`config.mk`:
```
export PLATFORM = sky130hd
export DESIGN_NAME = dmem_ctrl
export DESIGN_NICKNAME = d
export VERILOG_FILES = /design/src/rtl/riscv_mem_pkg.sv /design/src/rtl/store_buf.sv /design/src/rtl/dmem_ctrl.sv
export SDC_FILE = /design/constraint.sdc
export NUM_CORES = 1
export LEC_CHECK = 0
export CORE_MARGIN = 2
export CORE_UTILIZATION = 35
export CTS_CLUSTER_DIAMETER = 100
export CTS_CLUSTER_SIZE = 40
export DETAILED_ROUTE_END_ITERATION = 12
export PLACE_DENSITY_LB_ADDON = 0.12
export SLEW_MARGIN = 10
export SYNTH_ARGS = -nofsm -noshare
export SYNTH_HDL_FRONTEND = slang
export SYNTH_HIERARCHICAL = 1
export SYNTH_SLANG_ARGS = --single-unit
```
`constraint.sdc`:
```
create_clock -name clk -period 4.3 [get_ports clk]
set_input_delay 0.86 -clock clk [delete_from_list [all_inputs] [get_ports clk]]
set_output_delay 0.86 -clock clk [all_outputs]
set_load 0.01 [all_outputs]
```
`src/rtl/riscv_mem_pkg.sv`:
```
// Shared types and default sizes for the data-memory
// controller and its store buffer.
package riscv_mem_pkg;

   localparam int DATA_W_DEF   = 32;
   localparam int ADDR_W_DEF   = 9;
   localparam int SB_DEPTH_DEF = 4;

   typedef enum logic [1:0] {
      IDLE,
      DRAIN,
      READ,
      RESP
   } mem_state_e;

endpackage

```
`src/rtl/store_buf.sv`:
```
// FIFO store buffer with a youngest-match lookup port
// so loads can forward buffered store data.
module store_buf
   import riscv_mem_pkg::*;
#(
   parameter int DATA_W   = DATA_W_DEF,
   parameter int ADDR_W   = ADDR_W_DEF,
   parameter int SB_DEPTH = SB_DEPTH_DEF
) (
   input  logic              clk,
   input  logic              reset,
   input  logic              push,
   input  logic [ADDR_W-1:0] push_addr,
   input  logic [DATA_W-1:0] push_data,
   input  logic              pop,
   input  logic [ADDR_W-1:0] look_addr,
   output logic              hit,
   output logic [DATA_W-1:0] hit_data,
   output logic [ADDR_W-1:0] head_addr,
   output logic [DATA_W-1:0] head_data,
   output logic              empty,
   output logic              full
);

   localparam int PTR_W = $clog2(SB_DEPTH);
   localparam int CNT_W = PTR_W + 1;

   logic [ADDR_W-1:0] addr_q [SB_DEPTH];
   logic [DATA_W-1:0] data_q [SB_DEPTH];
   logic [PTR_W-1:0]  wr_ptr;
   logic [PTR_W-1:0]  rd_ptr;
   logic [CNT_W-1:0]  count;
   logic              do_pop;
   logic [PTR_W-1:0]  idx;

   assign empty     = (count == '0);
   assign full      = (count == CNT_W'(SB_DEPTH));
   assign do_pop    = pop & ~empty;
   assign head_addr = addr_q[rd_ptr];
   assign head_data = data_q[rd_ptr];

   always_ff @(posedge clk) begin
      if (push) begin
         addr_q[wr_ptr] <= push_addr;
         data_q[wr_ptr] <= push_data;
      end
   end

   always_ff @(posedge clk or negedge reset) begin
      if (!reset) begin
         wr_ptr <= '0;
         rd_ptr <= '0;
         count  <= '0;
      end else begin
         if (push)
            wr_ptr <= wr_ptr + 1'b1;
         if (do_pop)
            rd_ptr <= rd_ptr + 1'b1;
         unique case ({push, do_pop})
            2'b10:   count <= count + 1'b1;
            2'b01:   count <= count - 1'b1;
            default: count <= count;
         endcase
      end
   end

   // Walk oldest to youngest so the last match wins.
   always_comb begin
      hit      = 1'b0;
      hit_data = '0;
      idx      = '0;
      for (int i = 0; i < SB_DEPTH; i++) begin
         idx = rd_ptr + PTR_W'(i);
         if ((CNT_W'(i) < count) && (addr_q[idx] == look_addr)) begin
            hit      = 1'b1;
            hit_data = data_q[idx];
         end
      end
   end

endmodule

```
`src/rtl/dmem_ctrl.sv`:
```
// Data-memory controller: buffered stores, forwarding
// loads, and a single-port backing-memory sequencer.
module dmem_ctrl
   import riscv_mem_pkg::*;
#(
   parameter int DATA_W   = DATA_W_DEF,
   parameter int ADDR_W   = ADDR_W_DEF,
   parameter int SB_DEPTH = SB_DEPTH_DEF
) (
   input  logic              clk,
   input  logic              reset,
   input  logic              core_wr,
   input  logic              core_rd,
   input  logic [ADDR_W-1:0] core_addr,
   input  logic [DATA_W-1:0] core_wr_data,
   output logic [DATA_W-1:0] core_rd_data,
   output logic              core_stall,
   output logic              sb_empty,
   output logic              mem_req,
   output logic              mem_we,
   output logic [ADDR_W-1:0] mem_addr,
   output logic [DATA_W-1:0] mem_wdata,
   input  logic              mem_ack,
   input  logic [DATA_W-1:0] mem_rdata
);

   mem_state_e        state_q;
   mem_state_e        state_d;
   logic              sb_hit;
   logic              sb_full;
   logic [DATA_W-1:0] sb_hit_data;
   logic [ADDR_W-1:0] head_addr;
   logic [DATA_W-1:0] head_data;
   logic [DATA_W-1:0] rd_q;
   logic              push;
   logic              pop;
   logic              ld_req;
   logic              ld_miss;

   // A simultaneous store wins; the load is not seen.
   assign ld_req  = core_rd & ~core_wr;
   assign ld_miss = ld_req & ~sb_hit;
   assign push    = core_wr & ~sb_full;
   assign pop     = (state_q == DRAIN) & mem_ack;

   store_buf #(
      .DATA_W   (DATA_W),
      .ADDR_W   (ADDR_W),
      .SB_DEPTH (SB_DEPTH)
   ) u_sb (
      .clk       (clk),
      .reset     (reset),
      .push      (push),
      .push_addr (core_addr),
      .push_data (core_wr_data),
      .pop       (pop),
      .look_addr (core_addr),
      .hit       (sb_hit),
      .hit_data  (sb_hit_data),
      .head_addr (head_addr),
      .head_data (head_data),
      .empty     (sb_empty),
      .full      (sb_full)
   );

   always_ff @(posedge clk or negedge reset) begin
      if (!reset)
         state_q <= IDLE;
      else
         state_q <= state_d;
   end

   always_comb begin
      state_d = state_q;
      unique case (state_q)
         IDLE: begin
            if (ld_miss)
               state_d = READ;
            else if (!sb_empty)
               state_d = DRAIN;
         end
         DRAIN: if (mem_ack) state_d = IDLE;
         READ:  if (mem_ack) state_d = RESP;
         RESP:  state_d = IDLE;
         default: state_d = IDLE;
      endcase
   end

   always_comb begin
      core_stall = (core_wr & sb_full)
                 | (ld_miss & (state_q != RESP));
      core_rd_data = '0;
      if (state_q == RESP)
         core_rd_data = rd_q;
      else if (ld_req && sb_hit)
         core_rd_data = sb_hit_data;
   end

   // Request fields are loaded on entry so they stay put until ack.
   always_ff @(posedge clk or negedge reset) begin
      if (!reset) begin
         mem_req   <= 1'b0;
         mem_we    <= 1'b0;
         mem_addr  <= '0;
         mem_wdata <= '0;
         rd_q      <= '0;
      end else begin
         if (state_q == IDLE && state_d == DRAIN) begin
            mem_req   <= 1'b1;
            mem_we    <= 1'b1;
            mem_addr  <= head_addr;
            mem_wdata <= head_data;
         end else if (state_q == IDLE && state_d == READ) begin
            mem_req  <= 1'b1;
            mem_we   <= 1'b0;
            mem_addr <= core_addr;
         end else if ((state_q == DRAIN || state_q == READ) && mem_ack) begin
            mem_req <= 1'b0;
            mem_we  <= 1'b0;
         end
         if (state_q == READ && mem_ack)
            rd_q <= mem_rdata;
      end
   end

endmodule

```
==> impl_metrics.csv, run 1 <==
group,metric,value,unit
timing,fmax,216.0,MHz
logic_synthesis,syn_nets,1289,
logic_synthesis,synth_ff_type,"edfxtp_1",
finish,layout-drive-gt1-share,36.54,%
floorplanning,core,0.04092,mm2
power,power.leakage,7.283,nW
timing,hold_viol_final,0,
clock_network,hold_buffers,0,
worst_setup_path,required,3.44,ns
global_route,grt_pass1_vias,10980,
routing,routed_wl,46480,um
worst_setup_path,cp_max_fo,6,
floorplanning,die_x,207.9,um
logic_synthesis,async_flop_share,33.87,%
finish,final_cell_area,0.01937,mm2
logic_synthesis,synth_edf_count,164,
worst_setup_path,r2r.worst_path.cells,15,
run,maxCapViolCount,0,
floorplanning,start_util,35.56,%
placed_design,place.port_buffers,154,
logic_synthesis,synth_most_common_cell,"edfxtp_1",
worst_setup_path,endpoint_kind,"primary output",
timing,final.setup.tns,-6.594,ns
timing,period_minus_slack,4.629,ns
finish,layout.nets,1570,
logic_synthesis,synth.area.top_cells,"edfxtp_1 34%, dfrtp_1 14%, mux2_2 8.7%",
clock_network,cts-root-buf,"clkbuf_16",
routing,drtAntennaViolNets,0,
worst_setup_path,r2r_start,"u_sb/rd_ptr[1]",
clock_network,cts_sinks,248,
logic_synthesis,netlist_area,0.01455,mm2
min_path,min_path_type,"in2async",
timing,fin_skew,0.02709,ns
timing,fin_crit_sh,107.6,%
worst_setup_path,endpoint,"core_rd_data[11]",
timing,final_max_slew_viol_count,0,
clock_network,clockBufferDepth,3,
clock_network,clock_latency,0.52,ns
finish,stdcell_count,2019,
logic_synthesis,synth_common_cells,"164 x edfxtp_1, 113 x mux2_2, 104 x mux2i_1",
logic_synthesis,netlist.area_leader.share,33.84,%
routing,via_per_inst,5.604,
placed_design,dpl-instance-area,0.01776,mm2
logic_synthesis,yosysWarnings,6,
timing,tightest_slew,0.8036,ns
worst_setup_path,cp-startpoint,"u_sb/rd_ptr[0]",
floorplanning,io_pins,155,
timing,slew_headroom,45.74,%
floorplanning,die_y,207.9,um
finish,fillers,3740,
routing,wire_per_inst,23.02,um
routing,drt_pass1_iterations,5,
timing,rsz0062_at_grt,"yes",
global_route,grt_remaining_overflow,0,
global_route,antenna_found_initial,1,
timing,worst_slack,-0.3287,ns
timing,final-setup-viol-count,33,
worst_setup_path,start_kind,"flop",
placed_design,place.gp.congestion,0.8112,
floorplanning,fp.dieArea,0.04323,mm2
power,power_density,658.9,mW/mm2
worst_setup_path,r2r_end,"mem_wdata[28]",
run_status,violations,"negative setup slack",
global_route,grt_first_pass_wirelength,69770,um
finish,area_growth,33.12,%
routing,drc,0,
worst_setup_path,critPathKind,"reg2out",
clock_network,path_clk_slew,0.09,ns
clock_network,cts_tree,"yes",
placed_design,hpwlAfterDp,31900,um
logic_synthesis,postSynthAreaPerCell,12.16,um2
worst_setup_path,worstPathArrival,3.77,ns
global_route,grt_max_degree,109,
logic_synthesis,ys_seq_elements,248,
worst_setup_path,rrSetupSlack,0.68,ns
logic_synthesis,synth_cells,1197,
power,peakVddDrop,0.3294,mV
global_route,track_usage,20.96,%
logic_synthesis,synth_top_area_cell,"edfxtp_1",
run_status,status,"complete, but fails checks",
floorplanning,row_count,74,
routing,vias,11320,
routing,drtIter0Drc,924,
clock_network,cts_buffers,15,
clock_network,cts_max_level,1,
logic_synthesis,synth.distinct_cells,71,
logic_synthesis,seq_area_frac_synth,48.28,%
placed_design,dpl.cell_count,1954,
[cell families after synthesis]
group / synth area share (%)
compound gates: 14.07
xor+xnor: 2.407
fa+ha+maj: 1.204
buf+inv: 4.832
flops: 48.28
mux: 20.26
simple gates: 8.942
[cells in the final DEF, fill, tap and decap left out, types with 5 or more instances in the layout]
cell / instances
edfxtp_1: 164
buf_4: 161
clkdlybuf4s50_1: 120
mux2_2: 113
mux2i_1: 99
dfrtp_1: 82
nand2_1: 74
a21oi_1: 39
a31oi_1: 36
nor2_1: 35
a22o_1: 34
nand3_1: 32
buf_12: 30
buf_2: 28
buf_6: 26
mux4_2: 26
xnor2_1: 23
nor3_1: 22
clkbuf_16: 17
inv_1: 16
o21ai_0: 15
o311a_1: 15
ha_1: 14
nor3b_1: 14
a31o_2: 12
o22ai_2: 12
nor3b_2: 11
a211oi_1: 11
o311ai_1: 10
xnor2_2: 9
a2111oi_0: 8
o22ai_1: 7
nand2b_1: 6
o311ai_0: 5
or2_2: 5
o2bb2ai_2: 5
[area by class of cell]
| class | count | area (um2) | area share [%] |
|---|---|---|---|
| flip-flops and latches | 248 | 7034 | 36.31 |
| inverters | 17 | 63.81 | 0.3294 |
| multi-input cells | 822 | 7461 | 38.51 |
| clock inverters | 10 | 150.1 | 0.7750 |
| repair buffers | 374 | 3620 | 18.69 |
| diodes | 1 | 2.502 | 0.01292 |
| well taps | 532 | 665.6 | 3.436 |
| clock buffers | 15 | 375.4 | 1.938 |
[layer usage]
metal  GRT usage, %  up-vias  share of wire (%)
met3          3.698       49                6.1
met5              0        -              0.028
met2          31.85      354                 44
met4          3.962        2                1.7
met1          31.43     5692                 48
li1               -     5218                  -
[worst min-delay path by stage]
stage / cells past startpoint / to / slack (ns) / startpoint
after floorplan: 1 / rd_q[30] / 0.48 / rd_q[30]
after global placement: 1 / rd_q[30] / 0.49 / rd_q[30]
after detailed placement: 1 / mem_wdata[18] / 0.49 / mem_wdata[18]
after CTS: 1 / rd_q[29] / 0.34 / reset
after global routing: 1 / rd_q[11] / 0.36 / reset
final: 1 / mem_addr[5] / 0.33 / reset
[through the flow]
step | hold slack [ns] | total power, mW | setup slack [ns] | util, %
CTS | 0.3415 | 12.63 | -0.3272 | 46.48
finish | 0.3323 | 12.77 | -0.3287 | 47.34
floorplan | 0.4799 | 7.874 | 0.3508 | -
global route | 0.3561 | 13.53 | -0.4440 | 47.33
detailed placement | 0.4923 | 10.58 | -0.7133 | 43.41
global placement | 0.4862 | 10.53 | -0.6837 | 43.41
[state kept, by name, indices dropped and copies added, names as in the netlist]
register and cells:
u_sb/data_q 128, u_sb/addr_q 36, mem_wdata 32, rd_q 32, mem_addr 9, u_sb/count 3
state_q 2, u_sb/rd_ptr 2, u_sb/wr_ptr 2, mem_req 1, mem_we 1
[power breakdown]
part           internal (mW)  switching, mW  leakage (nW)
sequential              3.32          0.401          2.48
combinational           3.66           3.70          4.55
clock                  0.760          0.920         0.255
total                   7.74           5.03          7.28
[what timing repair did]
| item | in CTS | in global routing |
|---|---|---|
| pin swaps | 42 | 39 |
| resized for setup | 242 | 55 |
| setup endpoints to repair | 33 | 33 |
| buffers inserted | 29 | 10 |
| gates cloned | 4 | 2 |
[critical path, cell delays in order, from the launching register on]
cell and delay (ns):
dfrtp_4 0.52, buf_6 0.13, mux4_2 0.54, xor2_2 0.19, nor4_4 0.46, nand3_4 0.15, buf_12 0.18, buf_12 0.13
buf_4 0.13, nor3b_2 0.16, a31oi_1 0.07, o2bb2ai_2 0.28, a22o_1 0.20, buf_2 0.13
No activity file was read; power rests on OpenSTA's default activity.
==> run 2: changes to the inputs <==
--- a/config.mk
+++ b/config.mk
@@ -10,6 +10,7 @@
 export CTS_CLUSTER_DIAMETER = 100
 export CTS_CLUSTER_SIZE = 40
 export DETAILED_ROUTE_END_ITERATION = 12
+export DONT_BUFFER_PORTS = 1
 export PLACE_DENSITY_LB_ADDON = 0.12
 export SLEW_MARGIN = 10
 export SYNTH_ARGS = -nofsm -noshare
==> impl_metrics.csv, run 2 (synthesis results as in run 1) <==
group,metric,value,unit
run_status,status,"complete, but fails checks",
run_status,violations,"negative setup slack",
worst_setup_path,r2r_start,"u_sb/rd_ptr[1]",
clock_network,cts_tree,"yes",
worst_setup_path,rrSetupSlack,0.45,ns
floorplanning,die_y,207.9,um
clock_network,cts_sinks,248,
finish,fillers,3827,
finish,stdcell_count,1743,
placed_design,place.port_buffers,0,
floorplanning,core,0.04092,mm2
finish,largest_reg_flops,128,
floorplanning,fp.dieArea,0.04323,mm2
routing,drtIter0Drc,779,
routing,vias,10340,
power,power.leakage,6.159,nW
global_route,track_usage,20.81,%
worst_setup_path,start_kind,"flop",
timing,fin_crit_sh,102.3,%
worst_setup_path,required,3.44,ns
routing,drt_pass1_iterations,5,
floorplanning,row_count,74,
floorplanning,start_util,35.56,%
timing,final_max_slew_viol_count,0,
finish,diodes,0,
worst_setup_path,worstPathArrival,3.54,ns
finish,layout.nets,1295,
clock_network,clockBufferDepth,3,
timing,tightest_slew,0.9658,ns
power,power_density,688.9,mW/mm2
power,power_frac_comb,52.8,%
clock_network,cts_max_level,1,
routing,routed_wl,47920,um
timing,timing.hold.ws,0.02894,ns
floorplanning,io_pins,155,
timing,fmax,227.3,MHz
power,seqPwrFrac,33.7,%
routing,drc,0,
timing,hold_viol_final,0,
power,internal_power,6.800,mW
clock_network,path_clk_slew,0.10,ns
finish,utilization,41.35,%
timing,period_minus_slack,4.399,ns
routing,via_per_inst,5.932,
finish,layout-drive-gt1-share,31.54,%
clock_network,cts-root-buf,"clkbuf_16",
power,switchingPower,4.857,mW
finish,top_register,"u_sb/data_q",
floorplanning,die_x,207.9,um
global_route,grt_first_pass_wirelength,68940,um
worst_setup_path,cp_max_fo,47,
finish,final_cell_mix,"164 x edfxtp_1, 113 x mux2_2, 100 x mux2i_1, 82 x dfrtp_1, 74 x nand2_1",
timing,rsz0062_at_grt,"yes",
clock_network,clock_latency,0.52,ns
worst_setup_path,r2r_end,"mem_wdata[13]",
power,clkPwrFrac,13.5,%
global_route,grt_remaining_overflow,0,
power,peakVddDrop,0.2341,mV
routing,wire_per_inst,27.49,um
placed_design,place.gp.congestion,0.7587,
global_route,grt_pass1_vias,10170,
finish,final_common_cell,"edfxtp_1",
placed_design,dpl.cell_count,1679,
timing,slew_headroom,35.61,%
finish,area_growth,16.28,%
global_route,grt_max_degree,122,
worst_setup_path,cp-startpoint,"u_sb/rd_ptr[1]",
timing,fin_skew,0.01798,ns
worst_setup_path,r2r.worst_path.cells,15,
global_route,antenna_found_initial,0,
worst_setup_path,critPathKind,"reg2out",
worst_setup_path,endpoint,"core_rd_data[8]",
worst_setup_path,endpoint_kind,"primary output",
run,maxCapViolCount,0,
routing,drtAntennaViolNets,0,
power,switching_share,41.67,%
clock_network,cts_buffers,14,
placed_design,hpwlAfterDp,29260,um
timing,final-setup-viol-count,33,
finish,reg_top3,"u_sb/data_q x128, u_sb/addr_q x36",
min_path,min_path_type,"in2async",
timing,worst_slack,-0.09921,ns
==> run 2: cell count changes in the layout (fill, tap and decap cells not counted), sizes merged, moves of 2 or more <==
cell / change
clkdlybuf4s50: -120
inv: -4
buf: -161
clkbuf: +4
bufbuf: +4
dlygate4sd3: +2
==> run 2: worst max-delay path: stages, from the launching register on <==
cell and delay [ns]:
dfrtp_4 0.54, buf_4 0.26, mux2i_1 0.29, mux2i_2 0.36, o21ai_1 0.18, nor2_4 0.18, buf_12 0.28, a2111oi_0 0.15
a211oi_1 0.23, o22ai_1 0.12, buf_4 0.17, a22o_4 0.23
==> run 2: layout make-up <==
class / count / area, um2 / share of cell area, %
repair buffers: 100 / 1286 / 7.601
flip-flops and latches: 248 / 7034 / 41.57
multi-input cells: 822 / 7411 / 43.80
clock inverters: 7 / 77.57 / 0.4584
inverters: 17 / 63.81 / 0.3771
clock buffers: 17 / 382.9 / 2.263
well taps: 532 / 665.6 / 3.934
==> run 2: worst min-delay path by stage <==
stage	slack, ns	startpoint	to	cells after the start
2_1_floorplan	0.48	rd_q[30]	rd_q[30]	1
5_1_grt	0.004	reset	rd_q[11]	0
4_1_cts	0.0006	reset	mem_addr[0]	0
3_5_place_dp	0.50	rd_q[14]	rd_q[14]	1
3_3_place_gp	0.49	rd_q[11]	rd_q[11]	1
6_report	0.03	reset	mem_addr[1]	0
==> run 2: repair_timing <==
item	in CTS	in global routing
hold buffers	2	0
hold endpoints to repair	4	0
setup buffers	18	8
resized for setup	70	47
cloned	7	5
setup endpoints to repair	33	33
pin swaps	12	10
==> run 2: layer usage <==
layer / global-route usage, % / routed length, um / vias to the layer above
met5: 0 / 0 / -
met4: 3.888 / 699 / 0
met3: 4.377 / 3427 / 38
met2: 32.72 / 21870 / 327
met1: 29.85 / 21930 / 5304
li1: - / - / 4670
==> run 2: stage by stage <==
| stage | setup WS [ns] | cell area (um2) | setup TNS, ns | total power, mW |
|---|---|---|---|---|
| finish | -0.09921 | 16920 | -2.282 | 11.66 |
| global route | -0.2304 | 16920 | -6.833 | 12.29 |
| detailed placement | 0.01893 | 15260 | 0 | 9.400 |
| CTS | -0.1233 | 16440 | -2.543 | 11.36 |
| floorplan | 0.3508 | 14550 | 0 | 7.874 |
| global placement | 0.02937 | 15260 | 0 | 9.371 |
==> run 2: power by group through the flow <==
stage / combinational (mW) / sequential, mW / clock [mW]
floorplan: 4.13 / 3.75 / 0
global placement: 5.39 / 3.99 / 0
detailed placement: 5.41 / 3.99 / 0
CTS: 5.83 / 3.91 / 1.63
global route: 6.58 / 4.02 / 1.69
finish: 6.15 / 3.93 / 1.57
==> run 3: changes to the inputs <==
==> constraint.sdc (replaced) <==
create_clock -name clk -period 5.15 [get_ports clk]
set_input_delay 1.03 -clock clk [delete_from_list [all_inputs] [get_ports clk]]
set_output_delay 1.03 -clock clk [all_outputs]
set_load 0.01 [all_outputs]
==> impl_metrics.csv, run 3 (synthesis results as in run 1) <==
group,metric,value,unit
run_status,status,"finished clean",
power,internal_power,5.275,mW
routing,drt_pass1_iterations,5,
routing,wire_per_inst,25.92,um
floorplanning,fp.dieArea,0.04323,mm2
clock_network,cts-root-buf,"clkbuf_16",
power,switchingPower,3.748,mW
timing,period_minus_slack,4.967,ns
timing,tightest_slew,1.075,ns
routing,met2_length,19310,um
placed_design,hpwlAfterDp,29000,um
timing,hold_viol_final,0,
worst_setup_path,worstPathArrival,3.94,ns
clock_network,cts_tree,"yes",
finish,stdcell_count,1687,
worst_setup_path,cp_max_fo,27,
min_path,min_path_type,"in2async",
timing,final-setup-viol-count,0,
worst_setup_path,endpoint_kind,"primary output",
placed_design,place.gp.congestion,0.7908,
timing,timing.hold.ws,0.1911,ns
routing,met1Wirelength,20520,um
global_route,grt_first_pass_wirelength,65530,um
clock_network,hold_buffers,0,
finish,layout.nets,1239,
power,seqPwrFrac,36.4,%
power,switching_share,41.54,%
routing,drc,0,
power,peakVddDrop,0.2282,mV
finish,diodes,0,
finish,area_growth,7.274,%
routing,via_per_inst,5.835,
worst_setup_path,required,4.12,ns
finish,layout-drive-gt1-share,22.51,%
placed_design,dpl.cell_count,1658,
routing,top_layer_used,"met5",
worst_setup_path,start_kind,"flop",
power,power.leakage,5.466,nW
power,power_frac_comb,48.6,%
floorplanning,start_util,35.56,%
global_route,grt_remaining_overflow,0,
power,clkPwrFrac,15.0,%
timing,final_max_slew_viol_count,0,
finish,top_register,"u_sb/data_q",
clock_network,path_clk_slew,0.12,ns
placed_design,place.port_buffers,0,
worst_setup_path,critPathKind,"reg2out",
finish,final_common_cell,"edfxtp_1",
global_route,grt_max_degree,102,
timing,fmax,201.3,MHz
timing,fin_crit_sh,96.45,%
finish,reg_top3,"u_sb/data_q x128, u_sb/addr_q x36",
clock_network,cts_sinks,248,
finish,final_cell_mix,"164 x edfxtp_1, 113 x mux2_2, 104 x mux2i_1, 82 x dfrtp_1, 75 x nand2_1",
global_route,track_usage,19.82,%
clock_network,cts_max_level,1,
routing,drtIter0Drc,784,
timing,final.setup.tns,0,ns
clock_network,cts_buffers,15,
timing,fin_skew,0.03784,ns
finish,fillers,3950,
floorplanning,row_count,74,
run,maxCapViolCount,0,
floorplanning,die_y,207.9,um
floorplanning,core,0.04092,mm2
routing,drtAntennaViolNets,0,
global_route,antenna_found_initial,2,
clock_network,clock_latency,0.52,ns
routing,routed_wl,43730,um
finish,largest_reg_flops,128,
routing,dr_wl_met3,3234,um
clock_network,clockBufferDepth,3,
floorplanning,io_pins,155,
timing,slew_headroom,28.31,%
worst_setup_path,rrSetupSlack,0.96,ns
routing,vias,9843,
floorplanning,die_x,207.9,um
finish,regArea,0.007034,mm2
power,power_density,578.0,mW/mm2
global_route,grt_pass1_vias,9778,
finish,multi_input_area,0.006900,mm2
[run 3: cell types whose count changed in the layout (fill, tap and decap cells not counted), moves of 8 or more]
cell,delta
a22o_1,+35
buf_4,-27
buf_12,-15
a22o_4,-33
o22ai_2,-8
o22ai_1,+8
[run 3: power by group through the flow]
| stage | sequential, mW | clock (mW) | combinational (mW) |
|---|---|---|---|
| finish | 3.28 | 1.35 | 4.39 |
| global route | 3.37 | 1.47 | 4.77 |
| CTS | 3.29 | 1.40 | 4.38 |
| detailed placement | 3.35 | 0 | 4.33 |
| global placement | 3.34 | 0 | 4.31 |
| floorplan | 3.13 | 0 | 3.45 |
[run 3: cell type report]
class | count | share of cell area [%]
Tap cell | 532 | 4.264
Inverter | 17 | 0.4088
Multi-Input combinational cell | 822 | 44.20
Clock buffer | 16 | 2.565
Sequential cell | 248 | 45.06
Timing Repair Buffer | 43 | 2.725
Clock inverter | 9 | 0.7774
[run 3: path summary, 6_finish.rpt]
| path | from | depth (start not counted) | to |
|---|---|---|---|
| worst max-delay path | u_sb/rd_ptr[1] | 9 | core_rd_data[27] |
| worst min-delay path | reset | 0 | mem_wdata[28] |
| worst max register to register | u_sb/rd_ptr[1] | 12 | mem_wdata[9] |
| worst min register to register | rd_q[21] | 1 | rd_q[21] |
| max in group asynchronous | reset | 0 | mem_wdata[23] |
| min in group clk | rd_q[21] | 1 | rd_q[21] |
[run 3: repair_timing]
| action | CTS | global route |
|---|---|---|
| gates cloned | 0 | 1 |
| buffers inserted | 1 | 2 |
| endpoints found under the setup margin | 33 | 33 |
| resized for setup | 5 | 13 |
| pin swaps | 0 | 1 |
[run 3: metal layers]
layer,vias up,global-route usage (%)
met5,-,0
met4,2,3.473
met3,39,4.800
met2,271,30.44
met1,4985,28.70
li1,4546,-
[run 3: stage by stage]
step                      utilization (%)  setup slack (ns)  total power [mW]  area, um2
after floorplan                         -            0.8608             6.574      14550
after global placement              36.59            0.2946             7.654      14970
after detailed placement            36.59            0.3698             7.681      14970
after CTS                           37.94           0.02363             9.079      15520
after global routing                38.15        -0.0001350             9.612      15610
final                               38.15            0.1826             9.023      15610
[run 3: critical path, cell delays in order, from the launching register on]
cell	delay, ns
dfrtp_4	0.67
buf_4	0.29
mux4_2	0.53
xnor2_1	0.25
o2111ai_1	0.24
nor2_2	0.21
buf_4	0.37
o311ai_0	0.25
a22o_1	0.37
a22o_1	0.25
